===== src/rtl/pcss_inf_pkg.sv =====
// Shared types and constants for the pcss_inf front-end blocks.
// Latency: n/a (declarations only).
// Backpressure: n/a.
package pcss_inf_pkg;

    localparam int DATA_WIDTH_DFLT = 64;

    // A recv beat carrying this word tells the run controller the chip has finished.
    localparam logic [DATA_WIDTH_DFLT-1:0] DONE_MARKER = '1;

    typedef enum logic [2:0] {
        ST_IDLE     = 3'd0,
        ST_CFG      = 3'd1,
        ST_CFG_WAIT = 3'd2,
        ST_SPK      = 3'd3,
        ST_TIK_WAIT = 3'd4,
        ST_DONE     = 3'd5
    } run_state_t;

endpackage


===== src/rtl/pcss_run_ctrl_if.sv =====
// AXI-stream bundle used for the cfg, spike and send ports of the run controller.
// Latency: n/a (wires only).
// Backpressure: tready flows from slave to master.
interface pcss_run_ctrl_if #(
    parameter int DW = pcss_inf_pkg::DATA_WIDTH_DFLT
);
    logic [DW-1:0]   tdata;
    logic            tvalid;
    logic            tready;
    logic            tlast;
    logic [DW/8-1:0] tkeep;

    modport master (output tdata, output tvalid, output tlast, output tkeep, input tready);
    modport slave  (input tdata, input tvalid, input tlast, input tkeep, output tready);
endinterface


===== src/rtl/pcss_tik_edge.sv =====
// Tik falling-edge detector with a clearable, enableable edge counter.
// Latency: fall is combinational from tik vs. its one-cycle-delayed copy; cnt updates next edge.
// Backpressure: none; every enabled falling edge is counted.
module pcss_tik_edge #(
    parameter int CNT_W = 8
) (
    input  logic             clk,
    input  logic             rst_n,
    input  logic             tik,
    input  logic             clr,
    input  logic             en,
    output logic             fall,
    output logic [CNT_W-1:0] cnt
);
    logic tik_dly;

    assign fall = tik_dly & ~tik;

    always_ff @(posedge clk or negedge rst_n) begin
        if (!rst_n) begin
            tik_dly <= 1'b0;
            cnt     <= '0;
        end else begin
            tik_dly <= tik;
            if (clr) begin
                cnt <= '0;
            end else if (en && fall) begin
                cnt <= cnt + CNT_W'(1);
            end
        end
    end
endmodule


===== src/rtl/pcss_run_ctrl.sv =====
// Run sequencer owning pcss_inf S_AXIS_send: config burst, settle wait, one spike frame per tik.
// Latency: stream mux is combinational (zero cycles); state changes take effect the next edge.
// Backpressure: m_send_tready is passed straight to whichever source stream is selected.
module pcss_run_ctrl
    import pcss_inf_pkg::*;
#(
    parameter int DATA_WIDTH = DATA_WIDTH_DFLT,
    parameter int CFG_CNT_W  = 20,
    parameter int TIK_CNT_W  = 8,
    parameter int CFG_WAIT   = 100
) (
    input  logic                  clk,
    input  logic                  rst_n,
    input  logic                  start,
    input  logic                  abort,
    input  logic [CFG_CNT_W-1:0]  cfg_len,
    input  logic [TIK_CNT_W-1:0]  tik_target,
    pcss_run_ctrl_if.slave        s_cfg,
    pcss_run_ctrl_if.slave        s_spk,
    pcss_run_ctrl_if.master       m_send,
    input  logic [DATA_WIDTH-1:0] recv_tdata,
    input  logic                  recv_tvalid,
    input  logic                  tik,
    output logic                  busy,
    output logic                  done,
    output logic [TIK_CNT_W-1:0]  tik_cnt,
    output logic                  frame_late
);
    localparam int WAIT_W = $clog2(CFG_WAIT + 1);

    run_state_t            state, state_d;
    logic [CFG_CNT_W-1:0]  cfg_len_q;
    logic [CFG_CNT_W-1:0]  cfg_cnt;
    logic [TIK_CNT_W-1:0]  tik_target_q;
    logic [WAIT_W-1:0]     wait_cnt;
    logic                  frame_late_q;

    logic start_ok;
    logic marker_hit;
    logic cfg_last;
    logic cfg_hs;
    logic spk_hs;
    logic wait_done;
    logic target_hit;
    logic fall;
    logic tik_clr;
    logic tik_en;

    assign busy       = (state != ST_IDLE) && (state != ST_DONE);
    assign done       = (state == ST_DONE);
    assign frame_late = frame_late_q;

    assign start_ok   = start && !abort && ((state == ST_IDLE) || (state == ST_DONE));
    assign marker_hit = recv_tvalid && (&recv_tdata) && busy;
    assign cfg_last   = (cfg_cnt == cfg_len_q - CFG_CNT_W'(1));
    assign cfg_hs     = (state == ST_CFG) && s_cfg.tvalid && m_send.tready;
    assign spk_hs     = (state == ST_SPK) && s_spk.tvalid && m_send.tready;
    assign wait_done  = (wait_cnt == WAIT_W'(CFG_WAIT - 1));
    // Compared at counter width so the +1 wraps the same way tik_cnt does.
    assign target_hit = (tik_target_q != '0) && ((tik_cnt + TIK_CNT_W'(1)) == tik_target_q);

    assign tik_clr = abort || start_ok;
    assign tik_en  = (state == ST_SPK) || (state == ST_TIK_WAIT);

    pcss_tik_edge #(
        .CNT_W (TIK_CNT_W)
    ) u_tik_edge (
        .clk   (clk),
        .rst_n (rst_n),
        .tik   (tik),
        .clr   (tik_clr),
        .en    (tik_en),
        .fall  (fall),
        .cnt   (tik_cnt)
    );

    assign m_send.tkeep = '1;

    always_ff @(posedge clk or negedge rst_n) begin
        if (!rst_n) begin
            state <= ST_IDLE;
        end else begin
            state <= state_d;
        end
    end

    always_comb begin
        state_d       = state;
        m_send.tdata  = '0;
        m_send.tvalid = 1'b0;
        m_send.tlast  = 1'b0;
        s_cfg.tready  = 1'b0;
        s_spk.tready  = 1'b0;
        case (state)
            ST_IDLE, ST_DONE: begin
                if (start) begin
                    state_d = (cfg_len == '0) ? ST_CFG_WAIT : ST_CFG;
                end
            end
            ST_CFG: begin
                m_send.tdata  = s_cfg.tdata;
                m_send.tvalid = s_cfg.tvalid;
                m_send.tlast  = cfg_last;
                s_cfg.tready  = m_send.tready;
                if (cfg_hs && cfg_last) begin
                    state_d = ST_CFG_WAIT;
                end
            end
            ST_CFG_WAIT: begin
                if (wait_done) begin
                    state_d = ST_SPK;
                end
            end
            ST_SPK: begin
                m_send.tdata  = s_spk.tdata;
                m_send.tvalid = s_spk.tvalid;
                m_send.tlast  = s_spk.tlast;
                s_spk.tready  = m_send.tready;
                // Reaching the target mid-frame truncates the frame.
                if (fall && target_hit) begin
                    state_d = ST_DONE;
                end else if (spk_hs && s_spk.tlast) begin
                    state_d = ST_TIK_WAIT;
                end
            end
            ST_TIK_WAIT: begin
                if (fall) begin
                    state_d = target_hit ? ST_DONE : ST_SPK;
                end
            end
            default: state_d = ST_IDLE;
        endcase
        if (marker_hit) begin
            state_d = ST_DONE;
        end
        if (abort) begin
            state_d = ST_IDLE;
        end
    end

    always_ff @(posedge clk or negedge rst_n) begin
        if (!rst_n) begin
            cfg_len_q    <= '0;
            tik_target_q <= '0;
            cfg_cnt      <= '0;
            wait_cnt     <= '0;
            frame_late_q <= 1'b0;
        end else if (abort) begin
            cfg_cnt      <= '0;
            wait_cnt     <= '0;
            frame_late_q <= 1'b0;
        end else begin
            if (start_ok) begin
                cfg_len_q    <= cfg_len;
                tik_target_q <= tik_target;
                cfg_cnt      <= '0;
                frame_late_q <= 1'b0;
            end else begin
                if (cfg_hs) begin
                    cfg_cnt <= cfg_cnt + CFG_CNT_W'(1);
                end
                if ((state == ST_SPK) && fall) begin
                    frame_late_q <= 1'b1;
                end
            end
            wait_cnt <= (state == ST_CFG_WAIT) ? wait_cnt + WAIT_W'(1) : '0;
        end
    end
endmodule


===== src/flat_wrapper.sv =====
// flat-port wrapper written by rule: the top's interface ports become plain ports
module pcss_run_ctrl_flat import pcss_inf_pkg::*;
#(
    parameter int DATA_WIDTH = DATA_WIDTH_DFLT,
    parameter int CFG_CNT_W  = 20,
    parameter int TIK_CNT_W  = 8,
    parameter int CFG_WAIT   = 100
)
  (clk, rst_n, start, abort, cfg_len, tik_target, recv_tdata, recv_tvalid, tik, busy, done, tik_cnt, frame_late, s_cfg_tdata, s_cfg_tvalid, s_cfg_tlast, s_cfg_tkeep, s_cfg_tready, s_spk_tdata, s_spk_tvalid, s_spk_tlast, s_spk_tkeep, s_spk_tready, m_send_tdata, m_send_tvalid, m_send_tlast, m_send_tkeep, m_send_tready);
  pcss_run_ctrl_if #(.DW((64))) s_cfg_i ();
  pcss_run_ctrl_if #(.DW((64))) s_spk_i ();
  pcss_run_ctrl_if #(.DW((64))) m_send_i ();
  input  logic clk;
  input  logic rst_n;
  input  logic start;
  input  logic abort;
  input  logic [CFG_CNT_W-1:0] cfg_len;
  input  logic [TIK_CNT_W-1:0] tik_target;
  input  logic [DATA_WIDTH-1:0] recv_tdata;
  input  logic recv_tvalid;
  input  logic tik;
  output logic busy;
  output logic done;
  output logic [TIK_CNT_W-1:0] tik_cnt;
  output logic frame_late;
  input wire logic [$bits(s_cfg_i.tdata)-1:0] s_cfg_tdata;
  input wire logic [$bits(s_cfg_i.tvalid)-1:0] s_cfg_tvalid;
  input wire logic [$bits(s_cfg_i.tlast)-1:0] s_cfg_tlast;
  input wire logic [$bits(s_cfg_i.tkeep)-1:0] s_cfg_tkeep;
  output wire logic [$bits(s_cfg_i.tready)-1:0] s_cfg_tready;
  input wire logic [$bits(s_spk_i.tdata)-1:0] s_spk_tdata;
  input wire logic [$bits(s_spk_i.tvalid)-1:0] s_spk_tvalid;
  input wire logic [$bits(s_spk_i.tlast)-1:0] s_spk_tlast;
  input wire logic [$bits(s_spk_i.tkeep)-1:0] s_spk_tkeep;
  output wire logic [$bits(s_spk_i.tready)-1:0] s_spk_tready;
  output wire logic [$bits(m_send_i.tdata)-1:0] m_send_tdata;
  output wire logic [$bits(m_send_i.tvalid)-1:0] m_send_tvalid;
  output wire logic [$bits(m_send_i.tlast)-1:0] m_send_tlast;
  output wire logic [$bits(m_send_i.tkeep)-1:0] m_send_tkeep;
  input wire logic [$bits(m_send_i.tready)-1:0] m_send_tready;
  assign s_cfg_i.tdata = s_cfg_tdata;
  assign s_cfg_i.tvalid = s_cfg_tvalid;
  assign s_cfg_i.tlast = s_cfg_tlast;
  assign s_cfg_i.tkeep = s_cfg_tkeep;
  assign s_cfg_tready = s_cfg_i.tready;
  assign s_spk_i.tdata = s_spk_tdata;
  assign s_spk_i.tvalid = s_spk_tvalid;
  assign s_spk_i.tlast = s_spk_tlast;
  assign s_spk_i.tkeep = s_spk_tkeep;
  assign s_spk_tready = s_spk_i.tready;
  assign m_send_tdata = m_send_i.tdata;
  assign m_send_tvalid = m_send_i.tvalid;
  assign m_send_tlast = m_send_i.tlast;
  assign m_send_tkeep = m_send_i.tkeep;
  assign m_send_i.tready = m_send_tready;
  pcss_run_ctrl #(.DATA_WIDTH(DATA_WIDTH), .CFG_CNT_W(CFG_CNT_W), .TIK_CNT_W(TIK_CNT_W), .CFG_WAIT(CFG_WAIT)) u_core (.clk(clk), .rst_n(rst_n), .start(start), .abort(abort), .cfg_len(cfg_len), .tik_target(tik_target), .s_cfg(s_cfg_i), .s_spk(s_spk_i), .m_send(m_send_i), .recv_tdata(recv_tdata), .recv_tvalid(recv_tvalid), .tik(tik), .busy(busy), .done(done), .tik_cnt(tik_cnt), .frame_late(frame_late));
endmodule

===== config.mk =====
export PLATFORM = sky130hd
export DESIGN_NAME = pcss_run_ctrl_flat
export DESIGN_NICKNAME = d
export VERILOG_FILES = /design/src/rtl/pcss_inf_pkg.sv /design/src/rtl/pcss_run_ctrl_if.sv /design/src/rtl/pcss_tik_edge.sv /design/src/rtl/pcss_run_ctrl.sv /design/src/flat_wrapper.sv
export SDC_FILE = /design/constraint.sdc
export NUM_CORES = 1
export LEC_CHECK = 0
export CAP_MARGIN = 10
export CORE_ASPECT_RATIO = 0.9
export CORE_UTILIZATION = 25
export DETAILED_ROUTE_END_ITERATION = 6
export GPL_ROUTABILITY_DRIVEN = 0
export GPL_TIMING_DRIVEN = 0
export PLACE_DENSITY = 0.63
export SYNTH_ARGS = -nofsm -noshare
export SYNTH_HDL_FRONTEND = slang
export SYNTH_SLANG_ARGS = --single-unit
export TNS_END_PERCENT = 1

===== constraint.sdc =====
create_clock -name clk -period 2.8 [get_ports clk]
set_input_delay 0.56 -clock clk [delete_from_list [all_inputs] [get_ports clk]]
set_output_delay 0.56 -clock clk [all_outputs]
set_load 0.01 [all_outputs]

## Word level (Yosys, flattened, before mapping)

Cells that the tools add are included.
W data, S select, Z words.

| word-level totals | value |
|---|---|
| bits in registers | 68 |
| bits of input ports | 247 |
| output and inout bits | 87 |
| logic and storage cells | 85 |

| cells by class | value |
|---|---|
| add/sub/neg operators | 4 |
| equal/unequal tests | 14 |
| multiplexer cells | 26 |
| bitwise gates (word level) | 3 |
| reductions and logical operators | 30 |

Operators by type and width:

| cell | count |
|---|---|
| $pmux W64 S2 | 1 |
| $reduce_and A64 Y1 | 1 |
| $mux W20 | 3 |
| $mux W3 | 9 |
| $add A20 B1 Y20 const B | 1 |
| $eq A20 B20 Y1 | 1 |
| $logic_not A20 Y1 | 1 |
| $sub A20 B1 Y20 const B | 1 |
| $mux W8 | 2 |
| $logic_and A1 B1 Y1 | 15 |
| $pmux W3 S5 | 1 |
| $mux W7 | 2 |
| $reduce_bool A3 Y1 | 3 |
| $add A8 B1 Y8 const B | 1 |
| $eq A8 B8 Y1 | 1 |
| $ne A4 B2 Y1 const B | 2 |
| $ne A4 B3 Y1 const B | 2 |
| $reduce_bool A8 Y1 | 1 |
| $add A7 B1 Y7 const B | 1 |
| $eq A7 B7 Y1 const B | 1 |
| $eq A3 B2 Y1 const B | 2 |
| $eq A3 B3 Y1 const B | 2 |
| $mux W1 | 5 |
| $ne A5 B4 Y1 const B | 1 |
| 13 further kinds | 17 |

## Logic depth before layout (Yosys ltp)

| logic depth | value |
|---|---|
| depth in word-level cells | 9 |
| gate-level depth with buffers | 10 |
| depth with buffers taken out | 10 |

## Modules after synthesis

Synthesis repeated with hierarchy kept, for this count alone.

| unflattened totals | value |
|---|---|
| cell total of the unflattened synthesis | 559 |
| area, all modules | 5019.8 um^2 |

By module, submodules not included:

| module | times used | cells an instance | area each (um^2) | sequential area each (um^2) |
|---|---|---|---|---|
| pcss_run_ctrl | 1 | 518 | 4583.1 | 1476.4 |
| pcss_tik_edge | 1 | 41 | 436.7 | 225.2 |

## Least setup slack after synthesis

Ideal clock, no wire load.

| path | value |
|---|---|
| path type | register -> output |
| start point | register u_core.cfg_len_q[3] |
| end point | output m_send_tlast |
| arrival | 2.305 ns |
| data required time | 2.240 ns |
| path slack | -0.065 ns |
| stages on the path, launching flop included | 8 |
| path buffers | 0 |
| cell sequence | dfrtp_1 > or3_4 > or3_1 > nor4_1 > xnor2_1 > nand4_1 > nor4_2 > a22o_1 |

| between the ends | value |
|---|---|
| longest elaborated chain between the ends | 3 |

Ends and longest elaborated chain:

| element | line | source |
|---|---|---|
| start: declaration | pcss_run_ctrl.sv:32 | `logic [CFG_CNT_W-1:0] cfg_len_q;` |
| start signal: assignment | pcss_run_ctrl.sv:154 | `cfg_len_q <= cfg_len;` |
| $sub A20 B1 Y20 | pcss_run_ctrl.sv:55 | `assign cfg_last = (cfg_cnt == cfg_len_q - CFG_CNT_W'(1));` |
| $eq A20 B20 Y1 | pcss_run_ctrl.sv:55 |  |
| $pmux W1 S2 | pcss_run_ctrl.sv:94 | `case (state)` |
| end: declaration | flat_wrapper.sv:38 | `output wire logic [$bits(m_send_i.tlast)-1:0] m_send_tlast;` |

Every way passes these cells.

## Worst setup path in the final report

| path | value |
|---|---|
| start point | register u_core.cfg_len_q[4] |
| end point | output m_send_tlast |

The elaborated chain is that of the path after synthesis.

==> metrics.cfg <==
[outcome]
run_status=complete, but fails checks
violated_checks=setup timing

[global_route]
grt_first_pass_wirelength_mm=32.4
grtUsageTotal=0.212
grt-ovfl-total=0
grt_pass1_vias=5695
grt_max_degree=69
number_of_antenna_violations_at_the_first_check_in_global_routing=3

[cts]
clkLatencyLatePin_ns=0.34
cts-root-to-sink-buffers=2
cts_max_level=3
cts.sink_count=68
clk_root_buffer_cell=clkbuf_16
cts_buffers=9
path_clk_slew_ns=0.06
cts_tree=built

[min_path]
worstHoldPathType=primary input to asynchronous set/reset pin

[detailed_routing]
via_per_inst=4.92
drt_pre_antenna_iters=5
detailed_route_iter0_violations=245
vias=5711
drc_errors=0
wl_per_cell_um=19.5
wirelength_mm=22.6
ant_nets=0

[logic_synthesis]
post_synth_main_area_contributors=dfrtp_1, a22o_1, xor2_1
yosys_warnings=0
sequential_area_share_after_synthesis=0.340
syn-mean-instance-area_um2=8.86
postSynth.asyncResetShare=1.00
netlist_area_mm2=0.00501
synth.largest_area_cell=dfrtp_1
synth_cell_types=55
number_of_enable_flip_flop_cells_after_synthesis=0
yosys.area.top_type_share=0.340
postSynth.topFlopCell=dfrtp_1
synth_seq_cells=68
synthesis.instances=565

[power_and_ir_drop]
leakagePower_nw=3.94
pwr-share-clk=0.199
power_switching_mw=2.62
power_per_cell_area_mw_per_mm2=746
seq_power_share=0.230
worst_ir_drop_vdd_mv=0.357
cell_internal_power_dissipation_mw=4.20
portion_of_total_power_attributed_to_combinational_logic=0.572
power_switching_share=0.384

[final_layout]
design.final.nets=1155
final_area_mm2=0.00915
sequential_cell_area_mm2=0.00171
final_layout_size_suffix_gt1_frac=0.130
area_used_by_multi_input_combinational_logic_mm2=0.00326
post-route-util=0.472
flow.area_growth_from_synthesis_pct=82.6
fill_cells=1882

[floorplanning]
fp.dieW_um=151
floorplan.core_area_mm2=0.0194
overall_die_height_um=136
num_io_pins=334
die_area_mm2=0.0206
placement_rows=48
initial_core_util=0.258

[sta]
setup_repair_after_global_routing_missed_its_margin=yes
timing_max_transition_violations_final=0
period_needed_ns=3.30
timing.slew.headroom=0.417
fmax_mhz=303
final.setup.worst_slack_ns=-0.496
tightest_slew_ns=0.875
setup_viol_count_final=1
period_share=1.18
hold_viol_final=0
clock_skew_ns=0.00695

[critical_path]
critPathArrivalTime_ns=2.74
timing.critical_path.buf_inv=1
crit_type=flip-flop to output port
cpLargestDelayFamily=simple AND/OR/NAND/NOR gates
worst_r2r_endpoint=u_core.state[0]
cp_launch_type=flip-flop
critical_path.max_fanout=3
cp_cell_sequence=or3_4 > or3_4 > nor4_4 > xnor2_1 > nand4_1 > nor4_4 > a22o_1 > buf_6
rr_worst_depth=8
r2r_slack_ns=0.13
crit_path_top_delay_cell=dfrtp_2
max_stage_delay_ns=0.44
endpoint_kind=output port
worstReg2RegStart=u_core.cfg_len_q[4]
worstPathRequired_ns=2.24

[run]
max-cap-violations=0

[placed_design]
number_of_i_o_port_buffers=308
dpl_cell_area_mm2=0.00843
dp_hpwl_mm=18.3

[power by group through the flow]
| stage | clock, mW | combinational (mW) | sequential [mW] |
|---|---|---|---|
| final | 1.36 | 3.90 | 1.57 |
| after global routing | 1.42 | 4.21 | 1.60 |
| after CTS | 1.38 | 3.89 | 1.56 |
| after detailed placement | 0 | 3.66 | 1.56 |
| after global placement | 0 | 3.64 | 1.55 |
| after floorplan | 0 | 1.96 | 1.47 |
[synthesized netlist by cell type (4+ instances only)]
cell type	count
o21ai_0	20
or3_1	7
a21oi_1	14
nor2_1	52
nor4_1	19
and3_1	8
nor3_1	12
xor2_1	31
nand4_1	34
xnor2_1	29
dfrtp_1	68
a31oi_1	5
nor2b_1	7
nand2b_1	7
mux2_2	24
nand2_1	32
buf_1	4
clkbuf_1	23
inv_1	14
a22o_1	66
nand3_1	27
buf_4	8
ha_1	4
[flip-flops by register name (all words and copies together), names as in the netlist]
name	cells
u_core.u_tik_edge.cnt	8
u_core.wait_cnt	7
u_core.state	3
u_core.cfg_len_q	20
u_core.u_tik_edge.tik_dly	1
u_core.frame_late	1
u_core.cfg_cnt	20
u_core.tik_target_q	8
[layout make-up]
class / instances / area share
multi-input combinational: 455 / 0.356
timing repair buffer: 322 / 0.349
sequential: 68 / 0.187
tap: 250 / 0.0342
buffer: 34 / 0.0294
clock buffer: 12 / 0.0280
clock inverter: 4 / 0.0104
inverter: 14 / 0.00574
antenna: 1 / 0.000274
[stage by stage]
stage / hold WS, ns / setup TNS [ns] / setup slack, ns / cells / total power, mW
2_1_floorplan: 0.264 / 0 / 0.0866 / 572 / 3.43
3_3_place_gp: 0.475 / -131.10 / -1.23 / 1130 / 5.19
3_5_place_dp: 0.483 / -51.30 / -0.987 / 1130 / 5.22
4_1_cts: 0.377 / -0.759 / -0.472 / 1157 / 6.83
5_1_grt: 0.420 / -1.11 / -0.628 / 1159 / 7.24
6_report: 0.330 / -0.496 / -0.496 / 1160 / 6.82
[routing by layer]
metal  track usage  up-vias  wire, um
met1         0.281     2677      9930
met3        0.0621       32      1700
met4        0.0900        4       823
met5             0        -        32
met2         0.317      216     10100
li1              -     2782         -
[cells in the final DEF, fill, tap and decap left out, drive strengths merged, types with 4 or more instances in the layout]
master / n
nand2b: 7
conb: 8
nand3: 27
xor2: 31
inv: 14
dlygate4sd2: 36
nor3: 14
o21ai: 21
xnor2: 29
buf: 31
dlymetal6s2s: 18
a21oi: 14
a22o: 66
and3: 8
nor2: 52
ha: 4
nand4: 35
clkdlybuf4s50: 252
clkbuf: 31
a31oi: 5
or3: 8
nor4: 22
mux2: 24
dfrtp: 68
nor2b: 7
nand2: 32
[worst register-to-register path, delay by kind of cell, from the launching register on]
| family | cells | cell delay [ns] |
|---|---|---|
| flip-flops | 1 | 0.44 |
| AO/OA/AOI/OAI | 2 | 0.48 |
| XOR/XNOR | 1 | 0.16 |
| AND/OR/NAND/NOR | 5 | 1.47 |
[worst max-delay path by stage]
stage / startpoint / endpoint / slack, ns / cells after the start
2_1_floorplan: u_core.cfg_len_q[7] / m_send_tlast / 0.09 / 7
3_3_place_gp: rst_n / u_core.cfg_len_q[3] / -1.23 / 1
3_5_place_dp: u_core.state[1] / m_send_tdata[56] / -0.99 / 6
4_1_cts: u_core.cfg_len_q[4] / m_send_tlast / -0.47 / 8
5_1_grt: u_core.cfg_len_q[0] / m_send_tlast / -0.63 / 10
6_report: u_core.cfg_len_q[4] / m_send_tlast / -0.50 / 8
[cells by family after synthesis]
group | after synthesis | share of synthesized area
AND/OR/NAND/NOR | 227 | 0.248
AO/OA/AOI/OAI | 128 | 0.192
flip-flops | 68 | 0.340
XOR/XNOR | 60 | 0.105
buffers and inverters | 49 | 0.0427
multiplexers | 27 | 0.0600
adder cells (fa/ha/maj) | 5 | 0.0120
other | 1 | 0.000749
[timing repair]
item	CTS	global route
endpoints found under the setup margin	99	51
setup buffers	12	2
pin swaps	16	5
hold endpoints to repair	0	0
hold buffers	0	0
resized for setup	113	27
Note: power is estimated with default switching activity, not from simulation.
